<file path="src/rtl/status_frame_tx_pkg.sv">
// Shared constants, FSM encoding and STAT byte layout for the status frame transmitter.
// Build-time macros: UART_FIFO_COUNTER_W (tf_count width), GAP_T and DL (inter-frame gap sizing).
`ifndef UART_FIFO_COUNTER_W
`define UART_FIFO_COUNTER_W 5
`endif
`ifndef GAP_T
`define GAP_T 3
`endif
`ifndef DL
`define DL 1
`endif

package status_frame_tx_pkg;

    typedef enum logic [2:0] {
        ST_IDLE  = 3'd0,
        ST_LOAD  = 3'd1,
        ST_SEND  = 3'd2,
        ST_DRAIN = 3'd3,
        ST_GAP   = 3'd4
    } tx_state_e;

    localparam logic [7:0] HDR0_DEF    = 8'hEB;
    localparam logic [7:0] HDR1_DEF    = 8'h90;
    localparam logic [7:0] LEN_VAL     = 8'h04;
    localparam int         FRAME_BYTES = 8;

    localparam int STAT_ONE_BIT    = 0;
    localparam int STAT_SWITCH_BIT = 1;
    localparam int STAT_ERROR_BIT  = 2;

    function automatic logic [7:0] stat_byte(input logic sw, input logic err);
        logic [7:0] s;
        s                  = 8'h00;
        s[STAT_ONE_BIT]    = 1'b1;
        s[STAT_SWITCH_BIT] = sw;
        s[STAT_ERROR_BIT]  = err;
        return s;
    endfunction

endpackage

</file>
<file path="src/rtl/status_frame_tx_gap_timer.sv">
// Loadable down-counter with a registered one-cycle done pulse when it reaches zero.
module gap_timer #(
    parameter int W = 16
) (
    input  logic         clk,
    input  logic         rst,
    input  logic         load,
    input  logic         en,
    input  logic [W-1:0] load_val,
    output logic         done
);

    logic [W-1:0] count_r;
    logic         done_r;

    // Count down from the loaded value; done fires on the 1 -> 0 step.
    always_ff @(posedge clk) begin
        if (rst) begin
            count_r <= '0;
            done_r  <= 1'b0;
        end else if (load) begin
            count_r <= load_val;
            done_r  <= 1'b0;
        end else if (en && (count_r != '0)) begin
            count_r <= count_r - W'(1);
            done_r  <= (count_r == W'(1));
        end else begin
            done_r  <= 1'b0;
        end
    end

    assign done = done_r;

endmodule

</file>
<file path="src/rtl/status_frame_tx.sv">
// Builds and pushes the 8-byte status frame into the UART TX FIFO, then holds an idle gap.
// Optional build macro STATUS_TX_PERIODIC_EN adds a free-running auto-send timer.
import status_frame_tx_pkg::*;

module status_frame_tx #(
    parameter int          FIFO_DEPTH    = 16,
    parameter int          GAP_CYCLES    = `GAP_T * 160 * `DL,
    parameter logic [7:0]  HDR0          = HDR0_DEF,
    parameter logic [7:0]  HDR1          = HDR1_DEF,
    parameter logic [31:0] PERIOD_CYCLES = 32'd10_000_000
) (
    input  logic                            clk,
    input  logic                            rst,
    input  logic                            send_req,
    input  logic                            switch_i,
    input  logic                            error_i,
    input  logic [7:0]                      a_err_num,
    input  logic [7:0]                      b_err_num,
    input  logic [`UART_FIFO_COUNTER_W-1:0] tf_count,
    output logic [7:0]                      tdr,
    output logic                            tf_push,
    output logic                            busy,
    output logic                            frame_done,
    output logic [7:0]                      seq
);

    localparam int              CW       = `UART_FIFO_COUNTER_W;
    localparam int              GAP_W    = $clog2(GAP_CYCLES + 1);
    localparam logic [CW-1:0]   FULL_LVL = CW'(FIFO_DEPTH - 2);
    localparam logic [CW-1:0]   ZERO_CNT = CW'(0);
    localparam logic [2:0]      LAST_IDX = 3'(FRAME_BYTES - 1);

    tx_state_e  state_r;
    logic       pending_r;
    logic [2:0] idx_r;
    logic [7:0] csum_r;
    logic       snap_sw_r;
    logic       snap_err_r;
    logic [7:0] snap_a_r;
    logic [7:0] snap_b_r;
    logic [7:0] tdr_r;
    logic [7:0] seq_r;
    logic       tf_push_r;
    logic       busy_r;
    logic       frame_done_r;

    logic       req_s;
    logic       can_push_s;
    logic       gap_load_s;
    logic       gap_done_s;
    logic [7:0] byte_s;

`ifdef STATUS_TX_PERIODIC_EN
    logic per_start_r;
    logic per_done_s;

    // Kick the period timer once after reset; afterwards it reloads on each done pulse.
    always_ff @(posedge clk) begin
        if (rst) begin
            per_start_r <= 1'b1;
        end else begin
            per_start_r <= 1'b0;
        end
    end

    gap_timer #(.W(32)) u_period (
        .clk      (clk),
        .rst      (rst),
        .load     (per_start_r | per_done_s),
        .en       (1'b1),
        .load_val (PERIOD_CYCLES - 32'd1),
        .done     (per_done_s)
    );

    assign req_s = send_req | per_done_s;
`else
    assign req_s = send_req;
`endif

    // Waiting one cycle after each push lets tf_count catch up before the next decision.
    assign can_push_s = (tf_count < FULL_LVL) && !tf_push_r;
    assign gap_load_s = (state_r == ST_DRAIN) && (tf_count == ZERO_CNT);

    gap_timer #(.W(GAP_W)) u_gap (
        .clk      (clk),
        .rst      (rst),
        .load     (gap_load_s),
        .en       (state_r == ST_GAP),
        .load_val (GAP_W'(GAP_CYCLES)),
        .done     (gap_done_s)
    );

    // Frame byte selected by the current index, built only from the LOAD snapshot.
    always_comb begin
        byte_s = 8'h00;
        case (idx_r)
            3'd0:    byte_s = HDR0;
            3'd1:    byte_s = HDR1;
            3'd2:    byte_s = LEN_VAL;
            3'd3:    byte_s = stat_byte(snap_sw_r, snap_err_r);
            3'd4:    byte_s = snap_a_r;
            3'd5:    byte_s = snap_b_r;
            3'd6:    byte_s = seq_r;
            3'd7:    byte_s = csum_r;
            default: byte_s = 8'h00;
        endcase
    end

    // Frame sequencer: request/pending handling, byte pushes, drain and inter-frame gap.
    always_ff @(posedge clk) begin
        if (rst) begin
            state_r      <= ST_IDLE;
            pending_r    <= 1'b0;
            idx_r        <= 3'd0;
            csum_r       <= 8'h00;
            snap_sw_r    <= 1'b0;
            snap_err_r   <= 1'b0;
            snap_a_r     <= 8'h00;
            snap_b_r     <= 8'h00;
            tdr_r        <= 8'h00;
            seq_r        <= 8'h00;
            tf_push_r    <= 1'b0;
            busy_r       <= 1'b0;
            frame_done_r <= 1'b0;
        end else begin
            tf_push_r    <= 1'b0;
            frame_done_r <= 1'b0;
            if (req_s && (state_r != ST_IDLE)) begin
                pending_r <= 1'b1;
            end
            case (state_r)
                ST_IDLE: begin
                    if (req_s || pending_r) begin
                        state_r   <= ST_LOAD;
                        busy_r    <= 1'b1;
                        pending_r <= 1'b0;
                    end else begin
                        busy_r    <= 1'b0;
                    end
                end
                ST_LOAD: begin
                    snap_sw_r  <= switch_i;
                    snap_err_r <= error_i;
                    snap_a_r   <= a_err_num;
                    snap_b_r   <= b_err_num;
                    seq_r      <= seq_r + 8'd1;
                    csum_r     <= 8'h00;
                    state_r    <= ST_SEND;
                    // The first header byte needs no snapshot, so it can leave straight away.
                    if (can_push_s) begin
                        tdr_r     <= HDR0;
                        tf_push_r <= 1'b1;
                        idx_r     <= 3'd1;
                    end else begin
                        idx_r     <= 3'd0;
                    end
                end
                ST_SEND: begin
                    if (can_push_s) begin
                        tdr_r     <= byte_s;
                        tf_push_r <= 1'b1;
                        if ((idx_r >= 3'd2) && (idx_r <= 3'd6)) begin
                            csum_r <= csum_r + byte_s;
                        end
                        if (idx_r == LAST_IDX) begin
                            frame_done_r <= 1'b1;
                            state_r      <= ST_DRAIN;
                        end else begin
                            idx_r <= idx_r + 3'd1;
                        end
                    end
                end
                ST_DRAIN: begin
                    if (tf_count == ZERO_CNT) begin
                        state_r <= ST_GAP;
                    end
                end
                ST_GAP: begin
                    if (gap_done_s) begin
                        if (req_s || pending_r) begin
                            state_r   <= ST_LOAD;
                            pending_r <= 1'b0;
                        end else begin
                            state_r   <= ST_IDLE;
                            busy_r    <= 1'b0;
                        end
                    end
                end
                default: begin
                    state_r   <= ST_IDLE;
                    busy_r    <= 1'b0;
                    pending_r <= 1'b0;
                end
            endcase
        end
    end

    assign tdr        = tdr_r;
    assign tf_push    = tf_push_r;
    assign busy       = busy_r;
    assign frame_done = frame_done_r;
    assign seq        = seq_r;

endmodule

</file>
<file path="config.mk">
export PLATFORM = sky130hd
export DESIGN_NAME = status_frame_tx
export DESIGN_NICKNAME = d
export VERILOG_FILES = /design/src/rtl/status_frame_tx_pkg.sv /design/src/rtl/status_frame_tx_gap_timer.sv /design/src/rtl/status_frame_tx.sv
export SDC_FILE = /design/constraint.sdc
export NUM_CORES = 1
export LEC_CHECK = 0
export CAP_MARGIN = 20
export CORE_ASPECT_RATIO = 1.1
export CORE_MARGIN = 5
export CORE_UTILIZATION = 40
export CTS_CLUSTER_SIZE = 30
export DETAILED_ROUTE_END_ITERATION = 6
export GPL_ROUTABILITY_DRIVEN = 0
export SYNTH_ARGS = -nofsm -noshare
export SYNTH_HDL_FRONTEND = slang
export SYNTH_HIERARCHICAL = 1
export SYNTH_SLANG_ARGS = --single-unit
</file>
<file path="constraint.sdc">
create_clock -name clk -period 6.5 [get_ports clk]
set_input_delay 0.65 -clock clk [delete_from_list [all_inputs] [get_ports clk]]
set_output_delay 0.65 -clock clk [all_outputs]
set_load 0.005 [all_outputs]
</file>
==> results of run 1 <==
[power groups by stage]
stage	logic (mW)	registers [mW]	clock network, mW
after global routing	0.366	0.489	0.317
after floorplan	0.220	0.470	0
after global placement	0.307	0.489	0
after CTS	0.312	0.481	0.299
final	0.326	0.481	0.290
after detailed placement	0.311	0.490	0
[worst max-delay path: stages, from the launching register on]
cell      delay [ns]
dfxtp_1         0.43
inv_1           0.13
ha_1            0.33
nor3_1          0.62
a31oi_1         0.08
nand4_1         0.16
ha_1            0.19
inv_1           0.06
fa_1            0.38
nor2b_1         0.17
o21ai_0         0.11
nand2b_1        0.12
a31oi_1         0.11
xor2_1          0.15
o31ai_1         0.18
[cell type report]
type,count,area (um2),share of cell area [%]
Multi-Input combinational cell,306,1900,47.9
Sequential cell,62,1240,31.3
Timing Repair Buffer,46,470,11.8
Clock buffer,15,156,3.94
Tap cell,108,135,3.40
Inverter,16,60.1,1.51
Clock inverter,1,5.00,0.126
[worst min-delay path by stage]
stage / startpoint / endpoint / slack [ns] / depth (start not counted)
floorplan: snap_b_r[4] / snap_b_r[4] / 0.43 / 2
global placement: snap_b_r[1] / snap_b_r[1] / 0.45 / 2
detailed placement: snap_b_r[1] / snap_b_r[1] / 0.45 / 2
CTS: snap_b_r[1] / snap_b_r[1] / 0.46 / 2
global route: snap_b_r[1] / snap_b_r[1] / 0.47 / 2
finish: snap_b_r[1] / snap_b_r[1] / 0.46 / 2
[cell usage in the layout, fill, tap and decap left out, types with 2 or more instances in the layout]
cell type / count
or3_4: 2
a21o_1: 3
clkdlybuf4s50_1: 43
dfxtp_1: 62
nand3_1: 13
a31o_2: 2
a211oi_1: 5
a221oi_1: 4
and2_1: 3
xnor2_1: 6
o211ai_1: 5
clkbuf_1: 5
clkbuf_8: 10
o221a_2: 4
o31ai_1: 3
a22oi_1: 7
nand2b_1: 5
nor3b_1: 2
a31oi_1: 11
a32oi_1: 3
nor2_1: 34
a2111oi_0: 2
xor2_1: 8
nand4_1: 4
ha_1: 17
nand3b_1: 3
conb_1: 10
nand2_1: 57
a22o_1: 3
and3_1: 3
a21oi_1: 39
or3_1: 3
inv_1: 16
nor2b_1: 9
nor4_1: 3
o21ai_0: 7
nor3_1: 9
[Yosys cell counts, types with 8 or more instances]
master and n:
nor2_1 34, nor3_1 9, xor2_1 8, nor2b_1 9
clkbuf_1 15, nand2_1 57, a31oi_1 11, dfxtp_1 62
inv_1 16, a21oi_1 39, nand3_1 13, ha_1 17
[logic make-up after synthesis]
kind of cell	Yosys count
AO/OA/AOI/OAI	107
XOR/XNOR	14
adder cells (fa/ha/maj)	18
buffers and inverters	37
flip-flops	62
multiplexers	1
other	2
AND/OR/NAND/NOR	156
[per-layer routing]
| metal | vias to the layer above | wire length [um] |
|---|---|---|
| li1 | 1499 | - |
| met1 | 1418 | 3860 |
| met2 | 86 | 3660 |
| met3 | 15 | 441 |
| met4 | 0 | 217 |
| met5 | - | 0 |
[stage by stage]
step,setup slack (ns),utilization (%),std cells,cell area (um2)
finish,3.20,49.9,554,3970
global route,2.94,49.9,554,3970
CTS,3.24,49.6,553,3940
detailed placement,3.25,47.5,537,3780
global placement,3.37,47.5,537,3780
floorplan,3.65,-,405,3290
[sequential cells by signal (all words and copies together) (netlist names), 3 cells and up]
name,count
csum_r,8
idx_r,3
seq,8
snap_a_r,8
snap_b_r,8
state_r,3
tdr,8
u_gap/count_r,9
==> metrics.md, run 1 <==
| Metric | Value |
|---|---|
| R2r setup slk | `3.20 ns` |
| Global-route track usage on met3 | `approximately 4.7%` |
| Final Hold Fails | `0` |
| Die height | `approximately 100 um` |
| Setup crit start kind | `register` |
| PD cells | `about 280 nW/um2` |
| Compound-gate portion of the synthesized area | `between 20 and 25%` |
| Final period utilization | `50.8%` |
| Port Buffers | `44` |
| Ys flop type | `dfxtp_1` |
| Clk slew on worst S/H paths | `~0.070 ns` |
| Hold Crit Class | `reg -> reg` |
| Synth area leaders | `dfxtp_1, nand2_1, ha_1` |
| Final setup viols | `0` |
| Residual DRC count | `0` |
| Final Hold Slack | `~0.46 ns` |
| Status | `finished clean` |
| Mux contribution to synthesized area | `0.345%` |
| Asr flop ratio synth | `0%` |
| Clock network power share | `a little over a quarter` |
| Slew HR | `between 40% and 50%` |
| Pre-antenna DRT Iters | `5` |
| Peak VDD IR | `about 0.097 mV` |
| Crit. Startpoint | `idx_r[1]` |
| Via/cell ratio | `5.45` |
| GRT overflow | `0` |
| Synth area leader | `dfxtp_1` |
| Post-CTS Setup Bufs | `0` |
| Combinational share of power | `29.7%` |
| Crit path to | `csum_r[6]` |
| Fmax | `between 300 and 400 MHz` |
| Post-synthesis xor/xnor area fraction | `under 10%` |
| Number of global-route vias before repair | `between 2000 and 3000` |
| RSZ-0062 raised after global routing | `no` |
| Area grow syn2layout | `21.8%` |
| GR Util met1 | `22.8%` |
| CTS tree | `built` |
| Gr usage total | `between 10% and 20%` |
| Hold-fix buffers, CTS | `0` |
| Routed WL | `8180 um` |
| Post-synthesis adder-cell area fraction | `approximately 7%` |
| Max_cap viols | `0` |
| Routed wire length per instance | `roughly 15 um` |
| DR vias | `roughly 3000` |
| Mapped Cells | `around 400` |
| Row count | `34` |
| Chip width | `about 96 um` |
| Final TNS setup | `0 ns` |
| Top cell type's share of synthesized area | `between 30% and 40%` |
| Tmin final | `3.30 ns` |
| Post-CTS Resized | `0` |
| Diodes inserted | `0` |
| Total Power | `1.10 mW` |
| Crit path DAT | `approximately 3.6 ns` |
| Avg Cell Area, Syn | `approximately 8.2 um2` |
| Crit path kind | `reg -> reg` |
| Layout cell share with drive strength beyond 1 | `roughly 6.5%` |
| Leakage | `approximately 1.5 nW` |
| Flops & latches, synth | `62` |
| Met2 Use GR | `around a quarter` |
| Clock Path Buffers | `2` |
| Synthesis Warnings | `6` |
| Die area | `between 10000 and 15000 um2` |
| Total CTS buffers | `9` |
| GR peak layer | `met2` |
| Critical R2R Launch | `idx_r[1]` |
| Clk_lat worst skew | `0.33 ns` |
| First-pass GRT wire length | `between 10000 and 15000 um` |
| Initial core utilization | `about two fifths` |
| Worst reg-to-reg path cell count | `14` |
| Sw power | `around 0.37 mW` |
| Initial antenna violation count | `0` |
| Largest family of logic cells by synthesized area | `simple AND/OR/NAND/NOR gates` |
| Worst slew pin tran | `between 0.8 and 0.9 ns` |
| Critical Path Fanout Max | `10` |
| P_int | `around 0.73 mW` |
| DRT antenna net count | `0` |
| Sequential share of the synthesized area | `a little under two fifths` |
| CTS Sinks | `62` |
| Switching portion of total power | `approximately 34%` |
| Sequential share of power | `43.8%` |
| Pins Over Slew Limit | `0` |
| Critical Path RT | `about 6.8 ns` |
| H-tree level count | `3` |
| CTS Root Cell | `clkbuf_8` |
| First DRT Iteration DRCs | `between 100 and 150` |
| Final Net Count | `485` |
| I/O Pins | `between 40 and 50` |
| Area of the core | `about 8000 um2` |
| Post-synth EDFFs | `0` |
| R2R Path End | `csum_r[6]` |
| FILL cells | `780` |
| Final HPWL DP | `about 6000 um` |
| Largest net degree at the start of global routing | `a little under 60` |
| Worst Skew | `a little under 0.009 ns` |
| Critical Path End Type | `register` |
| Synthesized area | `approximately 3300 um2` |
| Netlist cell types | `between 50 and 60` |
| Synth Area in Simple Gates | `23.3%` |
Power figures use the tool's default switching activity.
==> inputs of run 2 (changes only) <==
==> constraint.sdc (replaced) <==
create_clock -name clk -period 3.44 [get_ports clk]
set_input_delay 0.344 -clock clk [delete_from_list [all_inputs] [get_ports clk]]
set_output_delay 0.344 -clock clk [all_outputs]
set_load 0.005 [all_outputs]
==> metrics.md, run 2 (same netlist as run 1, synthesis figures left out) <==
| Metric | Value |
|---|---|
| Status | `finished clean` |
| Critical Path Fanout Max | `13` |
| RSZ-0062 raised after global routing | `no` |
| Most common cell after layout, fill and taps aside | `dfxtp_1` |
| Gr usage total | `~17%` |
| Critical Path End Type | `register` |
| Die area | `between 10000 and 15000 um2` |
| Final TNS setup | `0 ns` |
| Diodes inserted | `0` |
| FILL cells | `~790` |
| Routed WL | `8250 um` |
| Fmax | `~320 MHz` |
| CTS tree | `built` |
| H-tree level count | `3` |
| CTS Root Cell | `clkbuf_8` |
| Crit path DAT | `roughly 3.4 ns` |
| Row count | `34` |
| Clock Path Buffers | `2` |
| WL met2 | `between 3000 and 4000 um` |
| Initial core utilization | `approximately two fifths` |
| Slowest CP cell | `dfxtp_1` |
| DR vias | `approximately 3000` |
| Post-CTS Resized | `0` |
| Die height | `105 um` |
| Layout Cells excl Fill | `approximately 560` |
| Chip width | `slightly below 100 um` |
| Highest routed layer | `met4` |
| CTS Sinks | `62` |
| WHS Path Cells | `2` |
| CP bufs+invs | `0` |
| Pre-antenna DRT Iters | `4` |
| Max incr delay on CP | `between 0.4 and 0.5 ns` |
| Critical Path RT | `about 3.7 ns` |
| Met1 Wirelength | `between 3000 and 4000 um` |
| Worst reg-to-reg path cell count | `11` |
| Final Net Count | `488` |
| Port Buffers | `44` |
| CP top delay family | `compound AO/OA/AOI/OAI gates` |
| PD cells | `between 500 and 600 nW/um2` |
| Met3 wire len | `356 um` |
| Area of the core | `just under 8000 um2` |
| Worst slew pin tran | `between 0.8 and 0.9 ns` |
| Slew HR | `42.8%` |
| Post-CTS Setup Bufs | `0` |
| Final HPWL DP | `6170 um` |
| Hold-fix buffers, CTS | `0` |
| Layout Utilization | `between 50% and 60%` |
| Most numerous cell on the critical path | `ha_1` |
| Tmin final | `around 3.2 ns` |
| Final Hold Fails | `0` |
| Clk slew on worst S/H paths | `around 0.07 ns` |
| Biggest register | `u_gap/count_r` |
| I/O Pins | `45` |
| CP Cell Sequence | `ha_1, ha_1, a32oi_1, a31oi_1, ha_1, a21o_1, a31o_2, a21oi_1, xnor2_1, or3_1, a31oi_1` |
| Worst Skew | `between 0.008 and 0.009 ns` |
| Max_cap viols | `0` |
| Crit path kind | `reg -> reg` |
| GRT overflow | `0` |
| DRT antenna net count | `0` |
| Final setup viols | `0` |
| Residual DRC count | `0` |
| Leakage | `about 1.5 nW` |
| Setup crit start kind | `register` |
| First-pass GRT wire length | `13500 um` |
| First DRT Iteration DRCs | `around 160` |
| Max reg flops | `9` |
| Final period utilization | `92.2%` |
| Pins Over Slew Limit | `0` |
| Commonest non-fill, non-tap cells in the layout | `dfxtp_1, nand2_1, clkdlybuf4s50_1` |
| Crit path depth | `11` |
| Largest net degree at the start of global routing | `36` |
| Layout cell share with drive strength beyond 1 | `7.80%` |
| Post-placement cell count | `between 500 and 600` |
| Place WS | `roughly 0.33 ns` |
| Total CTS buffers | `9` |
| Number of global-route vias before repair | `~2800` |
| Routed wire length per instance | `14.8 um` |
| Initial antenna violation count | `0` |
| Clk_lat worst skew | `between 0.3 and 0.4 ns` |
| Hold Crit Class | `in -> reg` |
| Fin worst setup slack | `around 0.27 ns` |
| Peak VDD IR | `between 0.2 and 0.25 mV` |
| Via/cell ratio | `~5.3` |
| Area grow syn2layout | `23.1%` |
## run 2: cell count changes in the layout (fill, tap and decap cells not counted)
cell	previous run	this run
bufinv_16	0	1
buf_16	1	0
clkbuf_1	5	2
buf_4	1	5
clkinvlp_4	0	1
clkbuf_8	10	11
## run 2: final timing paths
path	startpoint	slack [ns]	end
max	idx_r[0]	0.27	csum_r[7]
min reg2reg	snap_b_r[5]	0.46	snap_b_r[5]
max reg2reg	idx_r[0]	0.27	csum_r[7]
min	rst	0.43	tdr[2]
## run 2: area by class of cell
type	instances	area [um2]	area share, %
Clock buffer	13	159	3.96
Multi-Input combinational cell	306	1900	47.4
Timing Repair Buffer	49	473	11.8
Clock inverter	3	42.5	1.06
Inverter	16	60.1	1.50
Tap cell	108	135	3.37
Sequential cell	62	1240	30.9
## run 2: worst register-to-register path, stage by stage, from the launching register on
cell     delay (ns)
dfxtp_1        0.47
ha_1           0.23
ha_1           0.45
a32oi_1        0.10
a31oi_1        0.28
ha_1           0.34
a21o_1         0.22
a31o_2         0.25
a21oi_1        0.19
xnor2_1        0.12
or3_1          0.31
a31oi_1        0.15
## run 2: report_power, final
part | total, mW | internal [mW] | switching [mW]
Sequential | 0.906 | 0.817 | 0.0890
Combinational | 0.603 | 0.263 | 0.340
Clock | 0.660 | 0.374 | 0.286
Total | 2.17 | 1.45 | 0.715
## run 2: through the flow
| step | hold slack (ns) | area, um2 | total power [mW] |
|---|---|---|---|
| 2_1_floorplan | 0.433 | 3290 | 1.30 |
| 4_1_cts | 0.433 | 4010 | 2.19 |
| 3_3_place_gp | 0.445 | 3810 | 1.52 |
| 6_report | 0.435 | 4010 | 2.17 |
| 5_1_grt | 0.459 | 4010 | 2.31 |
| 3_5_place_dp | 0.448 | 3810 | 1.53 |
## run 2: metal layers
metal | global-route usage, % | vias to the layer above
met5 | 0 | -
met2 | 26.2 | 80
li1 | - | 1509
met3 | 3.09 | 13
met1 | 22.5 | 1348
met4 | 8.84 | 0
